==> src/rtl/alu_reg_sequencer.sv <==
// alu_reg_sequencer: 32-entry register file and IDLE/READ/EXEC/WB sequencer
// that feeds registered operands to an external combinational ALU.
module alu_reg_sequencer #(
    parameter int DATA_W = 32,
    parameter int ADDR_W = 5
) (
    input  logic              clk,
    input  logic              rst_n,
    input  logic              cmd_valid,
    output logic              cmd_ready,
    input  logic              cmd_ld,
    input  logic [2:0]        cmd_op,
    input  logic [ADDR_W-1:0] cmd_rs1,
    input  logic [ADDR_W-1:0] cmd_rs2,
    input  logic [ADDR_W-1:0] cmd_rd,
    input  logic [DATA_W-1:0] cmd_imm,
    output logic [DATA_W-1:0] alu_a,
    output logic [DATA_W-1:0] alu_b,
    output logic [2:0]        alu_op,
    input  logic [DATA_W-1:0] alu_f,
    input  logic              alu_zf,
    input  logic              alu_of,
    output logic              done,
    output logic              flag_zf,
    output logic              flag_of,
    input  logic [ADDR_W-1:0] dbg_addr,
    output logic [DATA_W-1:0] dbg_data
);
    typedef enum logic [1:0] {IDLE, READ, EXEC, WB} state_t;

    state_t state, state_nx;
    logic [DATA_W-1:0] regs [0:(1<<ADDR_W)-1];
    logic              ld_q;
    logic [2:0]        op_q;
    logic [ADDR_W-1:0] rs1_q, rs2_q, rd_q;
    logic [DATA_W-1:0] imm_q, res_q;
    logic              zf_q, of_q;

    assign cmd_ready = state == IDLE;
    assign done      = state == WB;
    // Register 0 is never written, so it reads as zero without a mux
    assign dbg_data  = regs[dbg_addr];

    always_comb begin
        state_nx = state;
        case (state)
            IDLE:    state_nx = cmd_valid ? (cmd_ld ? WB : READ) : IDLE;
            READ:    state_nx = EXEC;
            EXEC:    state_nx = WB;
            default: state_nx = IDLE;
        endcase
    end

    always_ff @(posedge clk or negedge rst_n) begin
        if (!rst_n) state <= IDLE;
        else        state <= state_nx;
    end

    always_ff @(posedge clk or negedge rst_n) begin
        if (!rst_n) begin
            for (int i = 0; i < (1 << ADDR_W); i++) regs[i] <= '0;
            ld_q    <= 1'b0;
            op_q    <= '0;
            rs1_q   <= '0;
            rs2_q   <= '0;
            rd_q    <= '0;
            imm_q   <= '0;
            res_q   <= '0;
            zf_q    <= 1'b0;
            of_q    <= 1'b0;
            alu_a   <= '0;
            alu_b   <= '0;
            alu_op  <= '0;
            flag_zf <= 1'b0;
            flag_of <= 1'b0;
        end else begin
            if (cmd_valid && cmd_ready) begin
                ld_q  <= cmd_ld;
                op_q  <= cmd_op;
                rs1_q <= cmd_rs1;
                rs2_q <= cmd_rs2;
                rd_q  <= cmd_rd;
                imm_q <= cmd_imm;
            end
            if (state == READ) begin
                alu_a  <= regs[rs1_q];
                alu_b  <= regs[rs2_q];
                alu_op <= op_q;
            end
            if (state == EXEC) begin
                res_q <= alu_f;
                zf_q  <= alu_zf;
                of_q  <= alu_of;
            end
            if (state == WB) begin
                if (rd_q != '0) regs[rd_q] <= ld_q ? imm_q : res_q;
                if (!ld_q) begin
                    flag_zf <= zf_q;
                    flag_of <= of_q;
                end
            end
        end
    end
endmodule

==> config.mk <==
export PLATFORM = sky130hd
export DESIGN_NAME = alu_reg_sequencer
export DESIGN_NICKNAME = d
export VERILOG_FILES = /design/src/rtl/alu_reg_sequencer.sv
export SDC_FILE = /design/constraint.sdc
export NUM_CORES = 2
export LEC_CHECK = 0
export ABC_AREA = 1
export CELL_PAD_IN_SITES_DETAIL_PLACEMENT = 1
export CELL_PAD_IN_SITES_GLOBAL_PLACEMENT = 2
export CORE_ASPECT_RATIO = 1.2
export CORE_UTILIZATION = 25
export DETAILED_ROUTE_END_ITERATION = 7
export HOLD_SLACK_MARGIN = 0.12
export MAX_ROUTING_LAYER = met4
export PLACE_DENSITY_LB_ADDON = 0.08
export SYNTH_ARGS = -nofsm -noshare
export SYNTH_HDL_FRONTEND = slang
export SYNTH_SLANG_ARGS = --single-unit
==> constraint.sdc <==
create_clock -name clk -period 5.1 [get_ports clk]
set_input_delay 0.765 -clock clk [delete_from_list [all_inputs] [get_ports clk]]
set_output_delay 0.765 -clock clk [all_outputs]
set_load 0.03 [all_outputs]
==> qor.csv <==
stage;metric;value;unit
synthesis;synthCells;11201;
setup_path;worstPathRequired;4.34;ns
synthesis;yosysTopAreaCell;sky130_fd_sc_hd__dfrtp_1;
worst_hold_path;worstHoldPathType;in -> reg;
layout;filler_cell_count;35600;
floorplan;fp.dieW;495;µm
clocking;postCtsSetupBuffers;0;
setup_path;rr_worst_depth;6;
route;finalWirelength;434000;µm
sta;setup_repair_after_global_routing_missed_its_margin;false;
sta;final_period_minus_worst_setup_slack;4.25;ns
sta;slew_headroom;19.3;%
floorplan;height_of_the_die;594;µm
route;drt_drc_violations_left;0;
floorplan;area_of_the_placeable_core;289000;µm²
clocking;cts_tree;built;
clocking;worstSkewPairLatency;0.90;ns
setup_path;regToRegEndpoint;regs[427];
setup_path;path_max_fanout;53;
layout;share_of_final_layout_standard_cells_stronger_than_drive_strength_1;5.65;%
sta;finalSetupViolCount;0;
sta;tightest_slew;1.21;ns
layout;finalNonFillerCells;14762;
power;static-leakage-power;0.0363;µW
layout;area_growth;15.9;%
clocking;numClockSinks;1180;
setup_path;start_kind;primary input;
route;post_drt_via_cell_ratio;5.36;
worst_hold_path;terminating_pin_of_the_worst_hold_path;imm_q[13];
synthesis;postSynthRegisterBits;1180;
clocking;htreeDepth;4;
floorplan;die_area;294000;µm²
synthesis;post_synth_main_area_contributors;sky130_fd_sc_hd__dfrtp_1 40%, sky130_fd_sc_hd__nand2_1 21%, sky130_fd_sc_hd__nand3_1 14%, sky130_fd_sc_hd__o21ai_0 7.2%, sky130_fd_sc_hd__a21oi_1 5.3%;
setup_path;arrival;3.49;ns
placed_design;portbufs;195;
route;initialDrtViolationCount;6003;
clocking;tritoncts.num_buffers;168;
global_route;antenna_found_initial;10;
synthesis;synth.net_count;11299;
clocking;cts-root-to-sink-buffers;4;
global_route;wire_length_of_the_first_global_routing_pass;624000;µm
power;power.ir.vdd_worst;0.000736;V
sta;fin_skew;0.0608;ns
synthesis;yosysUniqueCellTypes;20;
synthesis;synth_top_area_share;40.5;%
synthesis;synth_area;73000;µm²
placed_design;globalplace.congestion;0.815;
synthesis;synth_sequential_area_ratio;40.5;%
global_route;first_global_vias;82637;
route;wire_per_inst;29.4;µm
setup_path;crit-reg2reg-launch;state[0];
synthesis;synth_warnings;0;
setup_path;r2r_slack;1.81;ns
power;cellPowerDensity;688;nW/µm²
sta;hold_viol;0;
route;firstDrtPassIters;5;
floorplan;initial_core_utilization;25.2;%
sta;report.final.slew_viol_count;0;
setup_path;setup.worst_path.end_class;output pin;
floorplan;num_io_pins;196;
sta;final_min_period_over_clock_period;83.4;%
worst_hold_path;hold-path-cell-count;3;
sta;max_clock_freq;0.235;GHz
status;status;finished clean;
placed_design;place_hpwl;241000;µm
flow_run;timing.max_cap.violations;0;
clocking;cts_root_buf;sky130_fd_sc_hd__clkbuf_16;
setup_path;worstSetupPathType;in -> out;
sta;setup-tns-final;0;ns
synthesis;synth_area_per_cell;6.51;µm²
floorplan;number_of_cell_rows;216;
global_route;groute.usage.overall;30.0;%
route;routed_via_count;79066;
layout;fin_nets;10916;
global_route;grt_max_degree;203;
worst_hold_path;hold_path.startpoint;cmd_imm[13];
clocking;cts.reportedPaths.clkPinSlew;0.06;ns
route;postRouteAntennaNets;0;
placed_design;post-place-cells;14462;
global_route;overflow;0;
critical path, stage by stage:
cell	delay, ns
sky130_fd_sc_hd__buf_8	0.31
sky130_fd_sc_hd__buf_4	0.83
sky130_fd_sc_hd__a21oi_1	0.06
sky130_fd_sc_hd__o21ai_0	0.12
sky130_fd_sc_hd__nand3_1	0.12
sky130_fd_sc_hd__nand2_1	0.10
sky130_fd_sc_hd__nand2_1	0.06
sky130_fd_sc_hd__nand2_1	0.15
sky130_fd_sc_hd__nand2_1	0.09
sky130_fd_sc_hd__nand2_1	0.14
sky130_fd_sc_hd__clkdlybuf4s50_1	0.69
through the flow:
step                      worst slack [ns]  instance area [µm²]  power [µW]  hold WS, ns  utilization (%)
after detailed placement             0.861                79100       46100        0.413             27.3
after global routing                 0.675                84500       61700        0.399             29.2
after CTS                            0.856                84500       58700        0.370             29.2
after floorplan                       2.28                73000       32300        0.449                -
after global placement               0.795                79100       45800        0.409             27.3
final                                0.846                84600       58200        0.405             29.2
placed cells by master (no fill, tap or decap):
cell type / n
sky130_fd_sc_hd__dfrtp_1: 1169
sky130_fd_sc_hd__diode_2: 6
sky130_fd_sc_hd__clkinv_2: 30
sky130_fd_sc_hd__clkbuf_8: 39
sky130_fd_sc_hd__nand3_2: 2
sky130_fd_sc_hd__clkinv_4: 3
sky130_fd_sc_hd__o211ai_1: 128
sky130_fd_sc_hd__nand2_2: 1
sky130_fd_sc_hd__o21ai_4: 4
sky130_fd_sc_hd__nand2_1: 4044
sky130_fd_sc_hd__inv_2: 3
sky130_fd_sc_hd__inv_6: 5
sky130_fd_sc_hd__o21ai_2: 28
sky130_fd_sc_hd__clkbuf_1: 35
sky130_fd_sc_hd__clkbuf_16: 171
sky130_fd_sc_hd__o21ai_0: 1044
sky130_fd_sc_hd__inv_4: 3
sky130_fd_sc_hd__buf_6: 1
sky130_fd_sc_hd__clkinv_8: 2
sky130_fd_sc_hd__buf_12: 103
sky130_fd_sc_hd__bufinv_16: 9
sky130_fd_sc_hd__buf_8: 3
sky130_fd_sc_hd__nor3_1: 3
sky130_fd_sc_hd__buf_4: 153
sky130_fd_sc_hd__nor2_1: 386
sky130_fd_sc_hd__dlygate4sd3_1: 1
sky130_fd_sc_hd__nand2_4: 3
sky130_fd_sc_hd__ha_1: 3
sky130_fd_sc_hd__clkdlybuf4s50_1: 165
sky130_fd_sc_hd__dfrtp_4: 11
sky130_fd_sc_hd__buf_16: 1
sky130_fd_sc_hd__inv_1: 587
sky130_fd_sc_hd__inv_8: 9
sky130_fd_sc_hd__ha_4: 2
sky130_fd_sc_hd__a21oi_1: 769
sky130_fd_sc_hd__nand3_1: 1989
sky130_fd_sc_hd__clkinvlp_4: 4
sky130_fd_sc_hd__nor2_4: 28
area by class of cell:
class | instances | area [µm²] | share of cell area, %
antenna | 6 | 15.0 | 0.0178
sequential | 1180 | 29600 | 35.0
inverter | 607 | 2370 | 2.81
multi-input combinational | 8434 | 37400 | 44.2
clock buffer | 245 | 4950 | 5.85
clock inverter | 48 | 513 | 0.607
timing repair buffer | 427 | 4960 | 5.86
tap | 3815 | 4770 | 5.65
worst max-delay path by stage:
stage,from,to,cells after the start
4_1_cts,dbg_addr[1],dbg_data[11],11
3_5_place_dp,dbg_addr[1],dbg_data[11],11
3_3_place_gp,dbg_addr[1],dbg_data[11],11
6_report,dbg_addr[1],dbg_data[11],11
2_1_floorplan,dbg_addr[1],dbg_data[23],11
5_1_grt,dbg_addr[1],dbg_data[11],11
cell families (layout without fill, tap and decap cells):
family,Yosys count,in the layout,share of synthesized area (%)
buffers and inverters,1587,1327,8.59
other,0,6,0
DFF,1180,1180,40.5
AOI/OAI and AO/OA,1973,1973,14.1
adders and majority gates,5,5,0.0857
and+or+nand+nor,6456,6456,36.7
per-layer routing:
layer,up-vias,wire (µm),track usage (%)
met1,40731,188000,37.3
met3,657,17300,2.93
met2,1972,213000,50.8
met5,-,0,-
li1,35706,-,-
met4,0,16300,10.0
synth_stat cells:
library cell,instances
sky130_fd_sc_hd__inv_1,599
sky130_fd_sc_hd__nor2_2,22
sky130_fd_sc_hd__buf_1,169
sky130_fd_sc_hd__nand3_1,1989
sky130_fd_sc_hd__o21ai_2,31
sky130_fd_sc_hd__dfrtp_1,1180
sky130_fd_sc_hd__o21ai_0,1044
sky130_fd_sc_hd__inv_2,6
sky130_fd_sc_hd__nor2_1,392
sky130_fd_sc_hd__nor3_1,3
sky130_fd_sc_hd__nand2_1,4048
sky130_fd_sc_hd__nand3_2,2
sky130_fd_sc_hd__buf_2,248
sky130_fd_sc_hd__o211ai_1,128
sky130_fd_sc_hd__buf_4,1
sky130_fd_sc_hd__ha_1,5
sky130_fd_sc_hd__clkbuf_1,562
sky130_fd_sc_hd__a21oi_1,769
sky130_fd_sc_hd__clkinv_1,2
sky130_fd_sc_hd__o21ai_1,1
where the power goes:
part | total, µW | switching (µW) | internal (µW)
clock | 12200 | 5040 | 7150
combinational | 29400 | 21700 | 7720
sequential | 16600 | 3800 | 12800
sequential cells by signal, summed over array words and instances, names as in the netlist:
register,flops
alu_op,3
rs1_q,5
op_q,3
res_q,32
alu_b,32
flag_of,1
rd_q,5
of_q,1
state,2
ld_q,1
imm_q,32
rs2_q,5
regs,1024
zf_q,1
alu_a,32
flag_zf,1
repair_timing:
| action | 4_1_cts | 5_1_grt |
|---|---|---|
| hold buffers | 1 | 0 |
| gates resized for setup | 0 | 0 |
| hold endpoints to repair | 77 | 0 |
No activity file was read; power rests on OpenSTA's default activity.
